<file path="config.mk">
export PLATFORM = sky130hd
export DESIGN_NAME = counter_event_monitor
export DESIGN_NICKNAME = d
export VERILOG_FILES = /design/src/rtl/counter_pkg.sv /design/src/rtl/evt_fifo.sv /design/src/rtl/counter_event_monitor.sv
export SDC_FILE = /design/constraint.sdc
export NUM_CORES = 1
export LEC_CHECK = 0
export CORE_MARGIN = 8
export CORE_UTILIZATION = 57
export DETAILED_ROUTE_END_ITERATION = 10
export HOLD_SLACK_MARGIN = 0.03
export PLACE_DENSITY = 0.87
export SETUP_SLACK_MARGIN = 0.5
export SYNTH_ARGS = -nofsm -noshare
export SYNTH_HDL_FRONTEND = slang
export SYNTH_HIERARCHICAL = 1
export SYNTH_SLANG_ARGS = --single-unit
</file>
<file path="constraint.sdc">
create_clock -name CLK -period 4.3 [get_ports CLK]
set_input_delay 0.86 -clock CLK [delete_from_list [all_inputs] [get_ports CLK]]
set_output_delay 0.86 -clock CLK [all_outputs]
set_load 0.01 [all_outputs]
</file>
<file path="src/rtl/counter_pkg.sv">
// ============================================================================
// counter_pkg : shared widths, event codes and event record for the monitor
// Rev 1.0
// ============================================================================
`default_nettype none

package counter_pkg;

  localparam int DEF_CNT_W   = 4;
  localparam int DEF_STAMP_W = 8;

  typedef enum logic [1:0] {
    WRAP_UP = 2'd0,
    WRAP_DN = 2'd1,
    MATCH   = 2'd2,
    JUMP    = 2'd3
  } evt_code_e;

  typedef struct packed {
    evt_code_e                code;
    logic [DEF_STAMP_W-1:0]   stamp;
    logic [DEF_CNT_W-1:0]     cnt;
  } evt_s;

endpackage : counter_pkg

`default_nettype wire

</file>
<file path="src/rtl/evt_fifo.sv">
// ============================================================================
// evt_fifo : synchronous FIFO of event records with occupancy count
// Rev 1.0
// ============================================================================
`default_nettype none

module evt_fifo
  import counter_pkg::*;
#(
  parameter int DEPTH = 4
) (
  input  logic                   clk,
  input  logic                   rst,
  input  logic                   push_i,
  input  evt_s                   din_i,
  input  logic                   pop_i,
  output evt_s                   dout_o,
  output logic                   full_o,
  output logic                   empty_o,
  output logic [$clog2(DEPTH):0] level_o
);

  localparam int PTR_W = $clog2(DEPTH);
  localparam logic [PTR_W:0] FULL_LVL = (PTR_W+1)'(DEPTH);

  generate
    if (DEPTH < 2 || (DEPTH & (DEPTH - 1)) != 0) begin : g_bad_depth
      $error("evt_fifo: DEPTH must be a power of two and at least 2");
    end
  endgenerate

  evt_s             mem_q [DEPTH];
  logic [PTR_W-1:0] wr_ptr_q, wr_ptr_d;
  logic [PTR_W-1:0] rd_ptr_q, rd_ptr_d;
  logic [PTR_W:0]   level_q, level_d;
  logic             do_push, do_pop;

  assign empty_o = (level_q == '0);
  assign full_o  = (level_q == FULL_LVL);

  // A push into a full FIFO is legal only when the head leaves on the same edge.
  assign do_pop  = pop_i && !empty_o;
  assign do_push = push_i && (!full_o || do_pop);

  always_comb begin
    wr_ptr_d = wr_ptr_q;
    rd_ptr_d = rd_ptr_q;
    level_d  = level_q;
    if (do_push) begin
      wr_ptr_d = wr_ptr_q + PTR_W'(1);
    end
    if (do_pop) begin
      rd_ptr_d = rd_ptr_q + PTR_W'(1);
    end
    case ({do_push, do_pop})
      2'b10:   level_d = level_q + (PTR_W+1)'(1);
      2'b01:   level_d = level_q - (PTR_W+1)'(1);
      default: level_d = level_q;
    endcase
  end

  always_ff @(posedge clk) begin
    if (rst) begin
      wr_ptr_q <= '0;
      rd_ptr_q <= '0;
      level_q  <= '0;
      for (int i = 0; i < DEPTH; i++) begin
        mem_q[i] <= '0;
      end
    end else begin
      wr_ptr_q <= wr_ptr_d;
      rd_ptr_q <= rd_ptr_d;
      level_q  <= level_d;
      if (do_push) begin
        mem_q[wr_ptr_q] <= din_i;
      end
    end
  end

  assign dout_o  = mem_q[rd_ptr_q];
  assign level_o = level_q;

endmodule : evt_fifo

`default_nettype wire

</file>
<file path="src/rtl/counter_event_monitor.sv">
// ============================================================================
// counter_event_monitor : classify counter steps into timestamped, buffered events
// Rev 1.0
// ============================================================================
`default_nettype none

module counter_event_monitor
  import counter_pkg::*;
#(
  parameter int CNT_W   = DEF_CNT_W,
  parameter int STAMP_W = DEF_STAMP_W,
  parameter int DEPTH   = 4
) (
  input  logic                   CLK,
  input  logic                   reset,
  input  logic [CNT_W-1:0]       cnt_in,
  input  logic                   chnge,
  input  logic                   cmp_en,
  input  logic [CNT_W-1:0]       cmp_val,
  output logic                   evt_valid,
  input  logic                   evt_ready,
  output logic [1:0]             evt_code,
  output logic [STAMP_W-1:0]     evt_stamp,
  output logic [CNT_W-1:0]       evt_cnt,
  output logic [$clog2(DEPTH):0] fifo_level,
  output logic                   ovf
);

  generate
    if (CNT_W != DEF_CNT_W || STAMP_W != DEF_STAMP_W) begin : g_bad_width
      $error("counter_event_monitor: widths must match the evt_s record in counter_pkg");
    end
  endgenerate

  localparam logic [CNT_W-1:0] CNT_MAX = '1;

  logic [STAMP_W-1:0] stamp_q, stamp_d;
  logic [CNT_W-1:0]   prev_cnt_q;
  logic               prime_q;
  logic               ovf_q, ovf_d;

  logic [CNT_W-1:0]   step_exp;
  logic               is_wrap_up, is_wrap_dn, is_match, is_jump;
  logic               evt_fire;
  evt_code_e          code;
  evt_s               evt_d, head;
  logic               fifo_full, fifo_empty;
  logic               push, pop;

  always_comb begin
    step_exp   = chnge ? (prev_cnt_q + CNT_W'(1)) : (prev_cnt_q - CNT_W'(1));
    is_wrap_up = chnge  && (prev_cnt_q == CNT_MAX) && (cnt_in == '0);
    is_wrap_dn = !chnge && (prev_cnt_q == '0)      && (cnt_in == CNT_MAX);
    is_match   = cmp_en && (cnt_in == cmp_val)     && (cnt_in != prev_cnt_q);
    is_jump    = (cnt_in != prev_cnt_q) && (cnt_in != step_exp);
    evt_fire   = prime_q && (is_wrap_up || is_wrap_dn || is_match || is_jump);

    // Wraps outrank a match so a compare value of 0 or max logs only the wrap.
    if (is_wrap_up) begin
      code = WRAP_UP;
    end else if (is_wrap_dn) begin
      code = WRAP_DN;
    end else if (is_match) begin
      code = MATCH;
    end else begin
      code = JUMP;
    end

    evt_d = '{code: code, stamp: stamp_q, cnt: cnt_in};
  end

  assign pop     = evt_valid && evt_ready;
  assign push    = evt_fire && (!fifo_full || pop);
  assign stamp_d = stamp_q + STAMP_W'(1);
  assign ovf_d   = ovf_q || (evt_fire && fifo_full && !pop);

  always_ff @(posedge CLK) begin
    if (reset) begin
      stamp_q    <= '0;
      prev_cnt_q <= '0;
      prime_q    <= 1'b0;
      ovf_q      <= 1'b0;
    end else begin
      stamp_q    <= stamp_d;
      prev_cnt_q <= cnt_in;
      prime_q    <= 1'b1;
      ovf_q      <= ovf_d;
    end
  end

  evt_fifo #(
    .DEPTH (DEPTH)
  ) u_evt_fifo (
    .clk     (CLK),
    .rst     (reset),
    .push_i  (push),
    .din_i   (evt_d),
    .pop_i   (pop),
    .dout_o  (head),
    .full_o  (fifo_full),
    .empty_o (fifo_empty),
    .level_o (fifo_level)
  );

  assign evt_valid = !fifo_empty;
  assign evt_code  = head.code;
  assign evt_stamp = head.stamp;
  assign evt_cnt   = head.cnt;
  assign ovf       = ovf_q;

endmodule : counter_event_monitor

`default_nettype wire

</file>
==> results by group <==
Outcome
  – Status: complete, no violations

Power and ir drop
  – Combinational share of power: 24.1%
  – Sequential Power Share: 49.8%
  – Leakage: 1.61 nW
  – Sw Pwr: 0.543 mW
  – Worst vdd ir: 0.265 mV
  – Sw frac: 28.6%
  – P_int: 1.35 mW
  – Tot Pwr: 1.90 mW
  – Clk pwr share: 26.1%
  – Power Density: 440 mW/mm²

Synthesis
  – Synth warn: 6
  – Synth cell count leaders: 56 x and2_1, 56 x edfxtp_1, 23 x dfxtp_1
  – Gate Count Post-Synth: 271
  – Post-synth cell types: 40
  – Seq cells post-synth: 79
  – Syn Area/Cell: 13.4 µm²
  – Top FF cell, synth: edfxtp_1
  – Sequential area share after synthesis: 58.9%
  – Post-synth top area cell: edfxtp_1
  – Yosys top cell area share: 46.2%
  – Mapped Area: 0.00364 mm²
  – Leading post-synthesis cells by cell area: edfxtp_1 46%, dfxtp_1 13%, and2_1 9.6%
  – FFs w/ async S/R, synth: 0%
  – EDFF count, synth: 56
  – Syn Nets: 290

Floorplan
  – Die Height: 95.9 µm
  – Die footprint: 0.00919 mm²
  – Num rows: 29
  – Core area: 0.00628 mm²
  – Die X: 95.9 µm
  – Initial core utilization: 57.9%
  – Top-Level Pins: 32

Hold path
  – Hold Crit Class: register to register
  – Hold Crit Start: ovf
  – Hold Path Depth: 1
  – Min-Delay Endpoint: ovf

STA
  – Tmin final: 3670 ps
  – TNS Setup: 0 ps
  – Clk_skew: 9.92 ps
  – Worst hold slack: 493 ps
  – Final setup margin: 628 ps
  – Hold Fails Final Rpt: 0
  – Final slew viol count: 0
  – Setup Viol. Count Final: 0
  – Worst Tran Pin Value: 680 ps
  – RSZ-0062 raised after global routing: no
  – Slew margin rel.: 54.6%
  – Final period utilization: 85.4%
  – Highest Clock Rate: 272 MHz

Global route
  – Number of global-route vias before repair: 2282
  – First-pass GRT wire length: 11100 µm
  – Gr ovfl total: 0
  – Initial antenna violation count: 0
  – All-Layer GR Usage: 16.1%
  – Largest net degree at the start of global routing: 19

Run
  – Number of max-cap violations: 0

Critical path
  – FF-to-FF Start: prev_cnt_q[1]
  – Worst-path fanout max: 6
  – Reg2reg end: u_evt_fifo/level_o[2]
  – Worst reg2reg setup slack: 1310 ps
  – Critical path origin: chnge
  – R2R cell count: 14
  – Crit path required time: 4580 ps
  – Startpoint Class: input port
  – Critical Path AT: 3950 ps
  – Worst Setup Path Type: input port to register
  – Worst setup EP type: register

Clock network
  – Hold_buf cts: 0
  – Clock transition at path regs: 90 ps
  – Clock Tree Buf Depth: 2
  – Clk sink count: 79
  – CTS tree: done
  – H-tree depth: 3
  – TritonCTS Buffers: 9
  – Root buffer cell: clkbuf_8
  – Clock Latency Late Sink: 340 ps

Placed design
  – Port bufs: 31
  – GPL Wtd Cong: 0.920
  – DP Worst Slack: 138 ps
  – Hpwl dp: 4600 µm

Drt
  – Antenna-violating nets left: 0
  – DR vias: 2227
  – Drt pass-1 iters: 4
  – Vias per std cell: 5.58
  – Drc violations: 0
  – WL/cell: 17.0 µm
  – Initial DRC count: 144
  – Total routed wirelength: 6790 µm

Final layout
  – FF/Latch Area: 0.00214 mm²
  – Layout Nets: 336
  – N_diodes: 0
  – Area grow syn2layout: 18.4%
  – Layout cells sized above 1: 18.3%
  – Layout fillers: 438
  – Area of the multi-input gates: 0.00143 mm²
[worst max path at each step]
stage,end,slack (ps),cells past startpoint
finish,u_evt_fifo/level_o[2],630,16
global route,u_evt_fifo/level_o[2],500,15
CTS,u_evt_fifo/level_o[2],500,16
detailed placement,u_evt_fifo/level_o[2],140,16
global placement,u_evt_fifo/level_o[2],250,16
floorplan,u_evt_fifo/mem_q[1][0],580,9
[layer usage]
layer	wire length, µm	share of wire [%]	up-vias	global-route usage, %
met5	0	0	-	0
li1	-	-	1058	-
met1	2860	42	1093	18.4
met2	3420	50	59	27.3
met3	332	4.9	17	2.57
met4	173	2.5	0	10.8
[power groups by stage]
stage | combinational [mW] | sequential, mW | clock [mW]
6_report | 0.458 | 0.944 | 0.495
5_1_grt | 0.495 | 0.952 | 0.528
4_1_cts | 0.455 | 0.944 | 0.503
3_5_place_dp | 0.453 | 0.960 | 0
3_3_place_gp | 0.445 | 0.955 | 0
2_1_floorplan | 0.266 | 0.951 | 0
[final cells by class]
cell class | instances | area share [%]
well taps | 77 | 2.24
repair buffers | 46 | 9.82
multi-input cells | 172 | 33.2
clock buffers | 9 | 2.88
flip-flops and latches | 79 | 49.7
inverters | 9 | 0.784
clock inverters | 7 | 1.34
[cells by family after synthesis]
logic type	share of synthesized area (%)
compound gates	3.06
mux	8.98
xor+xnor	5.50
buf+inv	2.41
flops	58.9
simple gates	18.7
fa+ha+maj	2.48
[placed cells by master, fill, tap and decap left out, drive strengths merged, types with 4 or more instances in the layout]
cell type	instances
mux4	14
ha	4
o21ai	4
edfxtp	56
buf	15
inv	11
xnor2	7
a21oi	6
clkdlybuf4s50	31
xor2	15
and3	4
nor2b	7
nor2	17
nor4	4
nand3	6
dfxtp	23
clkbuf	9
and2	56
[registers in the layout, summed over array words and instances, names as in the netlist, named ones only]
| signal | count |
|---|---|
| prime_q | 1 |
| ovf | 1 |
| stamp_q | 8 |
| prev_cnt_q | 4 |
| u_evt_fifo/rd_ptr_q | 2 |
| u_evt_fifo/level_o | 3 |
| u_evt_fifo/wr_ptr_q | 2 |
| u_evt_fifo/mem_q | 56 |
[metrics by stage]
| step | instance area [µm²] | utilization (%) | std cells |
|---|---|---|---|
| after global routing | 4310 | 68.6 | 399 |
| after detailed placement | 4100 | 65.3 | 382 |
| after global placement | 4100 | 65.3 | 382 |
| after CTS | 4280 | 68.2 | 398 |
| after floorplan | 3640 | - | 271 |
| final | 4310 | 68.6 | 399 |
[timing repair]
item,4_1_cts,5_1_grt
resized for setup,0,4
buffers inserted,0,1
setup endpoints to repair,0,1
[critical path: stages]
cell             delay (ps)
clkdlybuf4s50_1         490
inv_2                    90
ha_1                    290
a21o_1                  170
a21oi_2                 150
xnor2_1                 130
a41o_1                  180
nand3_1                 110
and3_4                  200
nand2b_4                 70
ha_2                    180
inv_1                    50
fa_1                    370
xor2_1                  160
or3_1                   300
a21oi_1                 130
No activity file was read; power rests on OpenSTA's default activity.
